--- config.mk ---
export PLATFORM = sky130hd
export DESIGN_NAME = vga_timing_gen
export DESIGN_NICKNAME = d
export VERILOG_FILES = /design/src/rtl/common_enums.sv /design/src/rtl/sig_delay.sv /design/src/rtl/vga_timing_gen.sv
export SDC_FILE = /design/constraint.sdc
export NUM_CORES = 1
export LEC_CHECK = 0
export ABC_AREA = 1
export BUFFER_PORTS_ARGS = -buffer_cell sky130_fd_sc_hd__buf_2
export CAP_MARGIN = 20
export CORE_MARGIN = 2
export CORE_UTILIZATION = 59
export DETAILED_ROUTE_END_ITERATION = 8
export GPL_TIMING_DRIVEN = 0
export PLACE_DENSITY = 0.82
export SETUP_SLACK_MARGIN = 0.1
export SLEW_MARGIN = 25
export SYNTH_ARGS = -nofsm -noshare
export SYNTH_HDL_FRONTEND = slang
export SYNTH_SLANG_ARGS = --single-unit
--- constraint.sdc ---
create_clock -name vga_clk -period 2.55 [get_ports vga_clk]
set_input_delay 0.51 -clock vga_clk [delete_from_list [all_inputs] [get_ports vga_clk]]
set_output_delay 0.51 -clock vga_clk [all_outputs]
set_load 0.05 [all_outputs]
--- src/rtl/common_enums.sv ---
`default_nettype none
//------------------------------------------------------------------------------
// common_enums : shared VGA 640x480@60 timing defaults and screen-state type
// Rev 1.0
//------------------------------------------------------------------------------
package common_enums;

  localparam int VGA_H_VISIBLE = 640;
  localparam int VGA_H_FP      = 16;
  localparam int VGA_H_SYNC    = 96;
  localparam int VGA_H_BP      = 48;
  localparam int VGA_V_VISIBLE = 480;
  localparam int VGA_V_FP      = 10;
  localparam int VGA_V_SYNC    = 2;
  localparam int VGA_V_BP      = 33;

  localparam int VGA_H_TOTAL = VGA_H_VISIBLE + VGA_H_FP + VGA_H_SYNC + VGA_H_BP;
  localparam int VGA_V_TOTAL = VGA_V_VISIBLE + VGA_V_FP + VGA_V_SYNC + VGA_V_BP;

  typedef enum logic [1:0] {
    SCREEN_ACTIVE = 2'd0,
    SCREEN_VBLANK = 2'd1,
    SCREEN_UPDATE = 2'd2,
    SCREEN_IDLE   = 2'd3
  } screen_state_t;

endpackage
`default_nettype wire

--- src/rtl/sig_delay.sv ---
`default_nettype none
//------------------------------------------------------------------------------
// sig_delay : DEPTH-stage registered delay line with a reset value per stage
// Rev 1.0
//------------------------------------------------------------------------------
module sig_delay #(
  parameter int               WIDTH     = 1,
  parameter int               DEPTH     = 1,
  parameter logic [WIDTH-1:0] RESET_VAL = '0
) (
  input  logic             clk_i,
  input  logic             rst_i,
  input  logic [WIDTH-1:0] d_i,
  output logic [WIDTH-1:0] q_o
);

  logic [WIDTH-1:0] stage_q [DEPTH];

  always_ff @(posedge clk_i or posedge rst_i) begin
    if (rst_i) begin
      for (int i = 0; i < DEPTH; i++) stage_q[i] <= RESET_VAL;
    end else begin
      stage_q[0] <= d_i;
      for (int i = 1; i < DEPTH; i++) stage_q[i] <= stage_q[i-1];
    end
  end

  assign q_o = stage_q[DEPTH-1];

endmodule
`default_nettype wire

--- src/rtl/vga_timing_gen.sv ---
`default_nettype none
//------------------------------------------------------------------------------
// vga_timing_gen : VGA raster counters, delayed sync/blank, vblank update grant
// Rev 1.0
//------------------------------------------------------------------------------
module vga_timing_gen
  import common_enums::*;
#(
  parameter int H_VISIBLE  = VGA_H_VISIBLE,
  parameter int H_FP       = VGA_H_FP,
  parameter int H_SYNC     = VGA_H_SYNC,
  parameter int H_BP       = VGA_H_BP,
  parameter int V_VISIBLE  = VGA_V_VISIBLE,
  parameter int V_FP       = VGA_V_FP,
  parameter int V_SYNC     = VGA_V_SYNC,
  parameter int V_BP       = VGA_V_BP,
  parameter int PIPE_DELAY = 1
) (
  input  logic       vga_clk,
  input  logic       reset,
  output logic [9:0] hcount,
  output logic [9:0] vcount,
  output logic       active,
  output logic       vga_hs,
  output logic       vga_vs,
  output logic       vga_blank_n,
  output logic       vga_sync_n,
  output logic       frame_start,
  output logic       vblank_start,
  output logic [7:0] frame_count,
  input  logic       upd_req,
  output logic       upd_ack
);

  localparam int H_TOTAL = H_VISIBLE + H_FP + H_SYNC + H_BP;
  localparam int V_TOTAL = V_VISIBLE + V_FP + V_SYNC + V_BP;

  localparam logic [9:0] H_LAST   = 10'(H_TOTAL - 1);
  localparam logic [9:0] V_LAST   = 10'(V_TOTAL - 1);
  localparam logic [9:0] H_VIS    = 10'(H_VISIBLE);
  localparam logic [9:0] V_VIS    = 10'(V_VISIBLE);
  localparam logic [9:0] HS_FIRST = 10'(H_VISIBLE + H_FP);
  localparam logic [9:0] HS_LAST  = 10'(H_VISIBLE + H_FP + H_SYNC - 1);
  localparam logic [9:0] VS_FIRST = 10'(V_VISIBLE + V_FP);
  localparam logic [9:0] VS_LAST  = 10'(V_VISIBLE + V_FP + V_SYNC - 1);

  logic [9:0] hcount_q, hcount_d;
  logic [9:0] vcount_q, vcount_d;
  logic [7:0] frame_count_q, frame_count_d;
  logic       upd_ack_q, upd_ack_d;
  logic       granted_q, granted_d;
  logic       h_wrap, frame_wrap, in_window;
  logic       hs_n_dec, vs_n_dec, active_dec;
  logic [2:0] pix_dly;

  always_comb begin
    h_wrap        = (hcount_q == H_LAST);
    frame_wrap    = h_wrap && (vcount_q == V_LAST);
    hcount_d      = h_wrap ? 10'd0 : hcount_q + 10'd1;
    vcount_d      = vcount_q;
    if (h_wrap) vcount_d = (vcount_q == V_LAST) ? 10'd0 : vcount_q + 10'd1;
    frame_count_d = frame_wrap ? frame_count_q + 8'd1 : frame_count_q;

    // The last cycle of the frame is excluded so the registered ack can never land on vcount 0.
    in_window = (vcount_q >= V_VIS) && !frame_wrap;
    upd_ack_d = 1'b0;
    granted_d = granted_q;
    if (frame_start) granted_d = 1'b0;
    if (upd_req && in_window && !granted_q) begin
      upd_ack_d = 1'b1;
      granted_d = 1'b1;
    end
  end

  always_ff @(posedge vga_clk or posedge reset) begin
    if (reset) begin
      hcount_q      <= 10'd0;
      vcount_q      <= 10'd0;
      frame_count_q <= 8'd0;
      upd_ack_q     <= 1'b0;
      granted_q     <= 1'b0;
    end else begin
      hcount_q      <= hcount_d;
      vcount_q      <= vcount_d;
      frame_count_q <= frame_count_d;
      upd_ack_q     <= upd_ack_d;
      granted_q     <= granted_d;
    end
  end

  assign active_dec = (hcount_q < H_VIS) && (vcount_q < V_VIS);
  assign hs_n_dec   = !((hcount_q >= HS_FIRST) && (hcount_q <= HS_LAST));
  assign vs_n_dec   = !((vcount_q >= VS_FIRST) && (vcount_q <= VS_LAST));

  sig_delay #(
    .WIDTH    (3),
    .DEPTH    (PIPE_DELAY),
    .RESET_VAL(3'b110)
  ) u_pix_delay (
    .clk_i(vga_clk),
    .rst_i(reset),
    .d_i  ({hs_n_dec, vs_n_dec, active_dec}),
    .q_o  (pix_dly)
  );

  assign hcount       = hcount_q;
  assign vcount       = vcount_q;
  assign active       = active_dec;
  assign frame_start  = (hcount_q == 10'd0) && (vcount_q == 10'd0);
  assign vblank_start = (hcount_q == 10'd0) && (vcount_q == V_VIS);
  assign frame_count  = frame_count_q;
  assign upd_ack      = upd_ack_q;
  assign vga_hs       = pix_dly[2];
  assign vga_vs       = pix_dly[1];
  assign vga_blank_n  = pix_dly[0];
  assign vga_sync_n   = 1'b0;

endmodule
`default_nettype wire

Yosys cells after proc, flatten, opt, wreduce, memory -nomap -nowiden:

Cells that the tools add are included.

* register bits: 33
* output and inout bits: 36
* word-level logic and storage cells: 40

* add/subtract/negate cells: 3
* order comparisons: 7
* equal/unequal tests: 3
* muxes and demuxes: 5
* reduce and logical (&&, ||, !) cells: 16

Operators with widths (count)
* $add 10x1->10 const B: 2
* $eq 10x10->1 const B: 2
* $ge 10x9->1 const B: 2
* $logic_not 10->1: 2
* $mux 10: 2
* $eq 10x9->1 const B: 1
* $ge 10x10->1 const B: 1
* $le 10x10->1 const B: 1
* $le 10x9->1 const B: 1
* $lt 10x10->1 const B: 1
* $lt 10x9->1 const B: 1
* $logic_and 1x1->1: 9
* $add 8x1->8 const B: 1
* $logic_not 1->1: 4
* $mux 1: 3
* $reduce_bool 2->1: 1

Logic depth before layout (Yosys ltp):

Gate-level depths: netlist of the first run.

* depth in word-level cells: 7
* gate-level depth with buffers: 9
* depth with buffers taken out: 9

Modules after synthesis:

From an unflattened synthesis of the first run, not the netlist that was laid out.

* cells, all modules: 245
* area, all modules: 1920.6 um2

Modules (own cells, without submodules)
* vga_timing_gen: times used 1, cells an instance 241, area an instance 1839.3 um2
* sig_delay: times used 1, cells an instance 4, area an instance 81.3 um2

Least setup slack after synthesis of the first run:

OpenSTA, ideal clock, no wires.

* kind: reg2out
* start point: register vcount_q[6], in the netlist vcount[6]
* end point: output port vblank_start
* arrival time: 2.203 ns
* required time: 2.040 ns
* path slack: -0.163 ns
* stages on the path, launching flop included: 6
* path buffers: 1
* cell sequence: dfrtp_1 buf_2 nand2_1 nor2_1 nand3_1 nor3_1

* word-level cells in the longest chain between the ends: 2

Ends and longest elaborated chain
* from (decl): RTL line vga_timing_gen.sv:48 `logic [9:0] vcount_q, vcount_d;`
* from (signal assigned): RTL line vga_timing_gen.sv:84 `vcount_q <= vcount_d;`
* $eq 10x9->1: RTL line vga_timing_gen.sv:110 `assign vblank_start = (hcount_q == 10'd0) && (vcount_q == V_VIS);`
* $logic_and 1x1->1: RTL line vga_timing_gen.sv:110
* to (decl): RTL line vga_timing_gen.sv:29 `output logic vblank_start,`

Every way passes these cells.

Final worst setup path of the first run:

* start point: register vcount_q[0], in the netlist vcount[0]
* end point: output port frame_start

* word-level cells in the longest chain between the ends: 2

Ends and longest elaborated chain
* $logic_not 10->1: RTL line vga_timing_gen.sv:109 `assign frame_start = (hcount_q == 10'd0) && (vcount_q == 10'd0);`
* $logic_and 1x1->1: RTL line vga_timing_gen.sv:109
* to (decl): RTL line vga_timing_gen.sv:28 `output logic frame_start,`

Every way passes these cells.

==> results of run 1 <==
==> worst paths after layout <==
kind	start	to	cells after the start
setup / recovery	vcount[0]	frame_start	9
hold / removal	reset	hcount[7]	2
setup reg to reg	hcount[0]	vcount[9]	8
hold reg to reg	granted_q	granted_q	2
max in group asynchronous	reset	vcount[7]	2
min in group vga_clk	granted_q	granted_q	2
==> state kept, by name, summed over array words and instances (netlist names) <==
signal	count
hcount	10
vcount	10
upd_ack	1
u_pix_delay.q_o	3
granted_q	1
frame_count	8
==> synth_stat cells <==
master	count
sky130_fd_sc_hd__nand4_1	9
sky130_fd_sc_hd__xnor2_1	2
sky130_fd_sc_hd__nor3_1	9
sky130_fd_sc_hd__ha_1	5
sky130_fd_sc_hd__and2_1	1
sky130_fd_sc_hd__nand3_1	20
sky130_fd_sc_hd__nor4_1	1
sky130_fd_sc_hd__buf_6	1
sky130_fd_sc_hd__nand3b_1	1
sky130_fd_sc_hd__a21oi_1	2
sky130_fd_sc_hd__nand2_2	3
sky130_fd_sc_hd__dfrtp_1	31
sky130_fd_sc_hd__buf_2	1
sky130_fd_sc_hd__dfstp_2	2
sky130_fd_sc_hd__nand3_2	1
sky130_fd_sc_hd__buf_4	2
sky130_fd_sc_hd__o2111ai_1	1
sky130_fd_sc_hd__inv_2	2
sky130_fd_sc_hd__buf_8	1
sky130_fd_sc_hd__nor2_1	24
sky130_fd_sc_hd__inv_1	35
sky130_fd_sc_hd__xor2_1	12
sky130_fd_sc_hd__nand2_1	48
sky130_fd_sc_hd__nor2_4	4
sky130_fd_sc_hd__o21ai_2	3
sky130_fd_sc_hd__nand4_4	2
sky130_fd_sc_hd__o21ai_0	13
sky130_fd_sc_hd__conb_1	1
sky130_fd_sc_hd__nor2_2	3
==> metal layers <==
metal  track usage (%)  vias to the layer above  part of all wire [%]
met5                 0                        -                     0
met2             34.65                       50                    45
met3             7.143                        4                   4.7
li1                  -                      855                     -
met4             8.815                        0                   1.1
met1             33.02                      765                    49
==> through the flow <==
step	setup WS, ns	std cells	power [mW]	hold WS [ns]	instance area [µm²]
after floorplan	0.2568	240	0.5459	0.4505	1949
after global placement	0.6033	321	0.5504	0.4660	2190
after detailed placement	0.5703	321	0.5505	0.4722	2190
after CTS	0.2049	329	0.8307	0.2816	2245
after global routing	0.1194	329	0.8597	0.2980	2252
final	0.2434	329	0.8194	0.2594	2252
==> kinds of logic after synthesis <==
family	count (synthesis)	share of synthesized area [%]
and+or+nand+nor	126	32.32
buffers and inverters	42	9.548
DFF	33	42.71
AOI/OAI and AO/OA	19	5.678
xor gates and xnor gates	14	6.323
adders and majority gates	5	3.226
other	1	0.1934
==> worst register-to-register path, stage by stage, from the launching register on <==
cell	delay [ns]
sky130_fd_sc_hd__dfrtp_1	0.49
sky130_fd_sc_hd__ha_1	0.26
sky130_fd_sc_hd__nand2_2	0.08
sky130_fd_sc_hd__nor2_4	0.14
sky130_fd_sc_hd__nand3_2	0.10
sky130_fd_sc_hd__nor2_4	0.22
sky130_fd_sc_hd__buf_6	0.18
sky130_fd_sc_hd__nand4_1	0.12
sky130_fd_sc_hd__nand2_1	0.08
==> cell type report <==
cell class                      instances  area, µm²  area share (%)
Buffer                                  5      46.29           2.056
Multi-Input combinational cell        165      943.4           41.89
Clock buffer                            5      37.54           1.667
Tap cell                               44      55.05           2.444
Inverter                               37      138.9           6.167
Sequential cell                        33      828.3           36.78
Timing Repair Buffer                   37      185.2           8.222
Clock inverter                          3      17.52          0.7778
==> where the power goes <==
part           switching [mW]  total (mW)  leakage (nW)  internal [mW]
combinational          0.0140      0.0166         0.733        0.00253
clock                   0.176       0.280        0.0310          0.104
sequential                  0       0.523         0.435          0.523
total                   0.190       0.819          1.20          0.629
==> metrics.csv, run 1 <==
metric,value,unit
clk sinks,33,
Peak supply drop,0.3546,mV
Fin Setup TNS,0,ns
static power due to leakage,1.198,nW
CP most frequent cell,sky130_fd_sc_hd__inv_1,
gate family responsible for the most delay along the worst path,buffers and inverters,
nature of the critical path startpoint,register,
CTS tree,built,
clk slew on worst S/H paths,0.10,ns
vias after detailed routing,1674,
I/O pin cnt,39,
relative max-transition margin,54.61,%
worst setup skew after layout,0.009987,ns
ant diodes,0,
detailed router's first-iteration violation count,106,
final core occ,73.17,%
DRT Pass-1 Iters,4,
count of unresolved DRC violations after routing,0,
post-route clock period utilization,90.45,%
total congestion overflow after global routing,0,
die footprint,3761,µm²
cell at the root of the clock tree,sky130_fd_sc_hd__clkbuf_4,
outcome,completed,
wire length of the first global-routing pass,6479,µm
YS warnings,0,
post-DR vias/cell,5.088,
buffer and inverter count on the worst path,4,
"leading cell type in the layout, fill and taps excluded",sky130_fd_sc_hd__nand2_1,
net count after synthesis,248,
Setup crit end kind,output port,
signed area change from the synthesized netlist to the final layout,16.13,%
total setup buffers inserted after CTS,0,
core area,3078,µm²
vias in the first global route,1474,
final slew viol count,0,
fillcell total,269,
total number of placement rows,20,
insertion delay of the later-clocked pin in the worst-skew pair,0.33,ns
maximum fanout encountered on the critical timing path,6,
routability congestion estimate,0.8481,
worst path arrival time,1.80,ns
"commonest cells after routing, fill and taps aside","48 x sky130_fd_sc_hd__nand2_1, 38 x sky130_fd_sc_hd__buf_2, 34 x sky130_fd_sc_hd__inv_1",
synthesized area divided by synthesized cell count,8.081,µm²
initial cell density of the core,63.01,%
post-synth top area cell,sky130_fd_sc_hd__dfrtp_1,
layout cells sized above 1,25.96,%
number of hold violations in the final report,0,
Critical Path RT,2.04,ns
global-route usage over all layers,23.55,%
Antenna Violating Nets Remaining,0,
actual slew at the worst max-slew pin,0.6799,ns
final wirelength,3968,µm
Setup Viol. Count Final,0,
initial antenna violation count,0,
deepest clock path buffer count,2,
worst hold path class,in -> async,
largest cells by area after synthesis,"sky130_fd_sc_hd__dfrtp_1 40%, sky130_fd_sc_hd__nand2_1 9.3%, sky130_fd_sc_hd__inv_1 6.8%, sky130_fd_sc_hd__xor2_1 5.4%, sky130_fd_sc_hd__nand3_1 5.2%",
cells resized by post-CTS repair,0,
fraction of post-synthesis cell area in the top cell type by area,40.00,%
distinct cell type count after synthesis,29,
stage delay of the slowest cell on the critical path,0.45,ns
part of the Yosys area used for sequential elements,42.71,%
count of mapped cells out of synthesis,240,
mean routed wirelength per cell,12.06,µm
vertical extent of the die,61.33,µm
number of hold buffers added after cts,0,
clock buffers created by TritonCTS,5,
pin count of the biggest net entering global routing,34,
cell at the slowest stage of the critical path,sky130_fd_sc_hd__dfrtp_1,
width of the die,61.33,µm
pwr/cell area,363.8,nW/µm²
type of the worst setup path,reg -> out,
shortest period the worst path allows,2.307,ns
register-to-register setup slack,0.83,ns
HPWL Detailed,2967,µm
RSZ-0062 raised after global routing,false,
CTS H-tree lvls,2,
synthesized area,1939,µm²
Port Buffers,37,
total of flip-flops plus latches after synthesis,33,
cells along the critical path,inv_1 -> ha_1 -> nand3_1 -> inv_1 -> nand2_1 -> nor2_1 -> nand2_1 -> inv_1 -> buf_2,
reported max-cap violation count,0,
Final nets,292,
top achievable clock speed,433.5,MHz
(Power assumes the default switching activity.)
==> inputs of run 2 (changes only) <==
SETUP_SLACK_MARGIN = 0.3   (was 0.1)
==> metrics.csv, run 2 (same netlist as run 1, synthesis figures left out) <==
metric,value,unit,change
top achievable clock speed,454.4,MHz,+4.8%
die footprint,3761,µm²,unchanged
Setup Viol. Count Final,0,,unchanged
worst hold path class,in -> async,,
vertical extent of the die,61.33,µm,unchanged
Setup crit end kind,output port,,
number of hold buffers added after cts,0,,unchanged
M2 GR Usage,34.65,%,unchanged
vias in the first global route,1475,,+0.068%
total power after layout,0.8234,mW,+0.49%
initial cell density of the core,63.01,%,unchanged
actual slew at the worst max-slew pin,0.6785,ns,-0.001417 ns
nature of the critical path startpoint,register,,
pwr/cell area,346.9,nW/µm²,-4.7%
Antenna Violating Nets Remaining,0,,unchanged
initial antenna violation count,0,,unchanged
mean routed wirelength per cell,12.35,µm,+2.4%
cell at the slowest stage of the critical path,sky130_fd_sc_hd__dfrtp_2,,
insertion delay of the later-clocked pin in the worst-skew pair,0.34,ns,about the same
routability congestion estimate,0.8481,,unchanged
post-route clock period utilization,86.31,%,-4.1 points
deepest clock path buffer count,2,,unchanged
Fin Setup TNS,0,ns,unchanged
width of the die,61.33,µm,unchanged
total number of placement rows,20,,unchanged
total congestion overflow after global routing,0,,unchanged
register-to-register setup slack,0.84,ns,about the same
DRT Pass-1 Iters,6,,+2
RSZ-0062 raised after global routing,true,,
worst path arrival time,1.69,ns,-0.11 ns
ant diodes,0,,unchanged
global-route usage over all layers,23.55,%,unchanged
pin count of the biggest net entering global routing,34,,unchanged
Peak supply drop,0.3599,mV,+1.5%
CP most frequent cell,sky130_fd_sc_hd__nor2_1,,
I/O pin cnt,39,,unchanged
vias after detailed routing,1725,,+3.0%
gate family responsible for the most delay along the worst path,simple AND/OR/NAND/NOR gates,,
final slew viol count,0,,unchanged
post-DR vias/cell,5.119,,+0.60%
worst setup skew after layout,0.01299,ns,+0.003005 ns
number of hold violations in the final report,0,,unchanged
detailed router's first-iteration violation count,115,,+8.5%
busiest layer in global routing,met2,,
clk slew on worst S/H paths,0.11,ns,about the same
minimum setup slack in the final design,0.3492,ns,+0.1058 ns
DP Worst Slack,0.5703,ns,unchanged
reported max-cap violation count,0,,unchanged
outcome,completed,,
count of unresolved DRC violations after routing,0,,unchanged
shortest period the worst path allows,2.201,ns,-0.1058 ns
final wirelength,4161,µm,+4.9%
"leading cell type in the layout, fill and taps excluded",sky130_fd_sc_hd__nand2_1,,
cells along the critical path,nor2_1 -> nand4_1 -> nor2_1 -> nand2_1 -> inv_1 -> buf_6,,
buffer and inverter count on the worst path,2,,-2
signed area change from the synthesized netlist to the final layout,22.39,%,
Port Buffers,37,,unchanged
layout cells sized above 1,32.76,%,+6.8 points
maximum fanout encountered on the critical timing path,6,,unchanged
clk sinks,33,,unchanged
met1 usage in global routing,33.02,%,unchanged
CTS H-tree lvls,2,,unchanged
relative max-transition margin,54.70,%,+0.095 points
clock buffers created by TritonCTS,5,,unchanged
Critical Path RT,2.04,ns,about the same
cell at the root of the clock tree,sky130_fd_sc_hd__clkbuf_4,,
type of the worst setup path,reg -> out,,
GR Layer Usage met3,7.143,%,unchanged
wire length of the first global-routing pass,6479,µm,unchanged
CTS tree,built,,
"commonest cells after routing, fill and taps aside","48 x sky130_fd_sc_hd__nand2_1, 35 x sky130_fd_sc_hd__buf_2, 31 x sky130_fd_sc_hd__inv_1",,
HPWL Detailed,2967,µm,unchanged
core area,3078,µm²,unchanged
stage delay of the slowest cell on the critical path,0.47,ns,+0.02 ns
Final nets,300,,+2.7%
final core occ,77.11,%,+3.9 points
static power due to leakage,1.243,nW,+3.7%
-- run 2: changes by cell type in the layout (fill, tap and decap cells not counted), moves of 2 or more --
| cell | delta |
|---|---|
| sky130_fd_sc_hd__inv_2 | +3 |
| sky130_fd_sc_hd__inv_1 | -3 |
| sky130_fd_sc_hd__nor2_1 | -2 |
| sky130_fd_sc_hd__buf_4 | +8 |
| sky130_fd_sc_hd__buf_2 | -3 |
| sky130_fd_sc_hd__dfrtp_2 | +6 |
| sky130_fd_sc_hd__dfrtp_1 | -6 |
| sky130_fd_sc_hd__buf_6 | +2 |
-- run 2: through the flow --
step           cell area [µm²]  hold WS [ns]  std cells
2_1_floorplan             1949        0.4505        240
3_3_place_gp              2190        0.4660        321
3_5_place_dp              2190        0.4722        321
4_1_cts                   2255        0.2816        329
5_1_grt                   2374        0.3049        337
6_report                  2374        0.2586        337
-- run 2: worst reg2reg max path, cell delays in order (launching register included) --
cell	delay (ns)
sky130_fd_sc_hd__dfrtp_2	0.42
sky130_fd_sc_hd__buf_4	0.13
sky130_fd_sc_hd__ha_1	0.20
sky130_fd_sc_hd__nand2_2	0.08
sky130_fd_sc_hd__nor2_4	0.14
sky130_fd_sc_hd__nand3_2	0.10
sky130_fd_sc_hd__nor2_4	0.22
sky130_fd_sc_hd__buf_6	0.18
sky130_fd_sc_hd__nand4_1	0.12
sky130_fd_sc_hd__nand2_1	0.08
-- run 2: per-layer routing --
layer | vias to the layer above | part of all wire, % | wire, µm
li1 | 873 | - | -
met1 | 793 | 48 | 1997
met2 | 52 | 46 | 1900
met3 | 7 | 4.8 | 198
met4 | 0 | 1.5 | 64
met5 | - | 0 | 0
-- run 2: worst paths after layout --
path | startpoint | depth (start not counted) | endpoint
setup reg to reg | hcount[0] | 9 | vcount[9]
max in group asynchronous | reset | 2 | hcount[0]
min in group vga_clk | granted_q | 2 | granted_q
hold / removal | reset | 2 | hcount[8]
setup / recovery | hcount[5] | 6 | frame_start
hold reg to reg | granted_q | 2 | granted_q
-- run 2: what timing repair did --
action                                  in CTS  in global routing
gates resized for setup                      3                 21
buffers inserted                             0                  8
pin swaps                                    0                  3
endpoints found under the setup margin       2                  2
-- run 2: cell type report --
class	count	area, µm²
multi-input cells	165	982.2
flip-flops and latches	33	835.8
fillers	243	704.4
repair buffers	45	257.7
inverters	37	138.9
well taps	44	55.05
plain buffers	5	48.80
clock buffers	5	37.54
clock inverters	3	17.52
-- run 2: where the power goes --
part           internal [mW]  leakage, nW  switching (mW)  total (mW)
Clock                  0.104       0.0310           0.180       0.284
Combinational        0.00253        0.784          0.0140      0.0165
Sequential             0.523        0.427               0       0.523
Total                  0.629         1.24           0.194       0.823
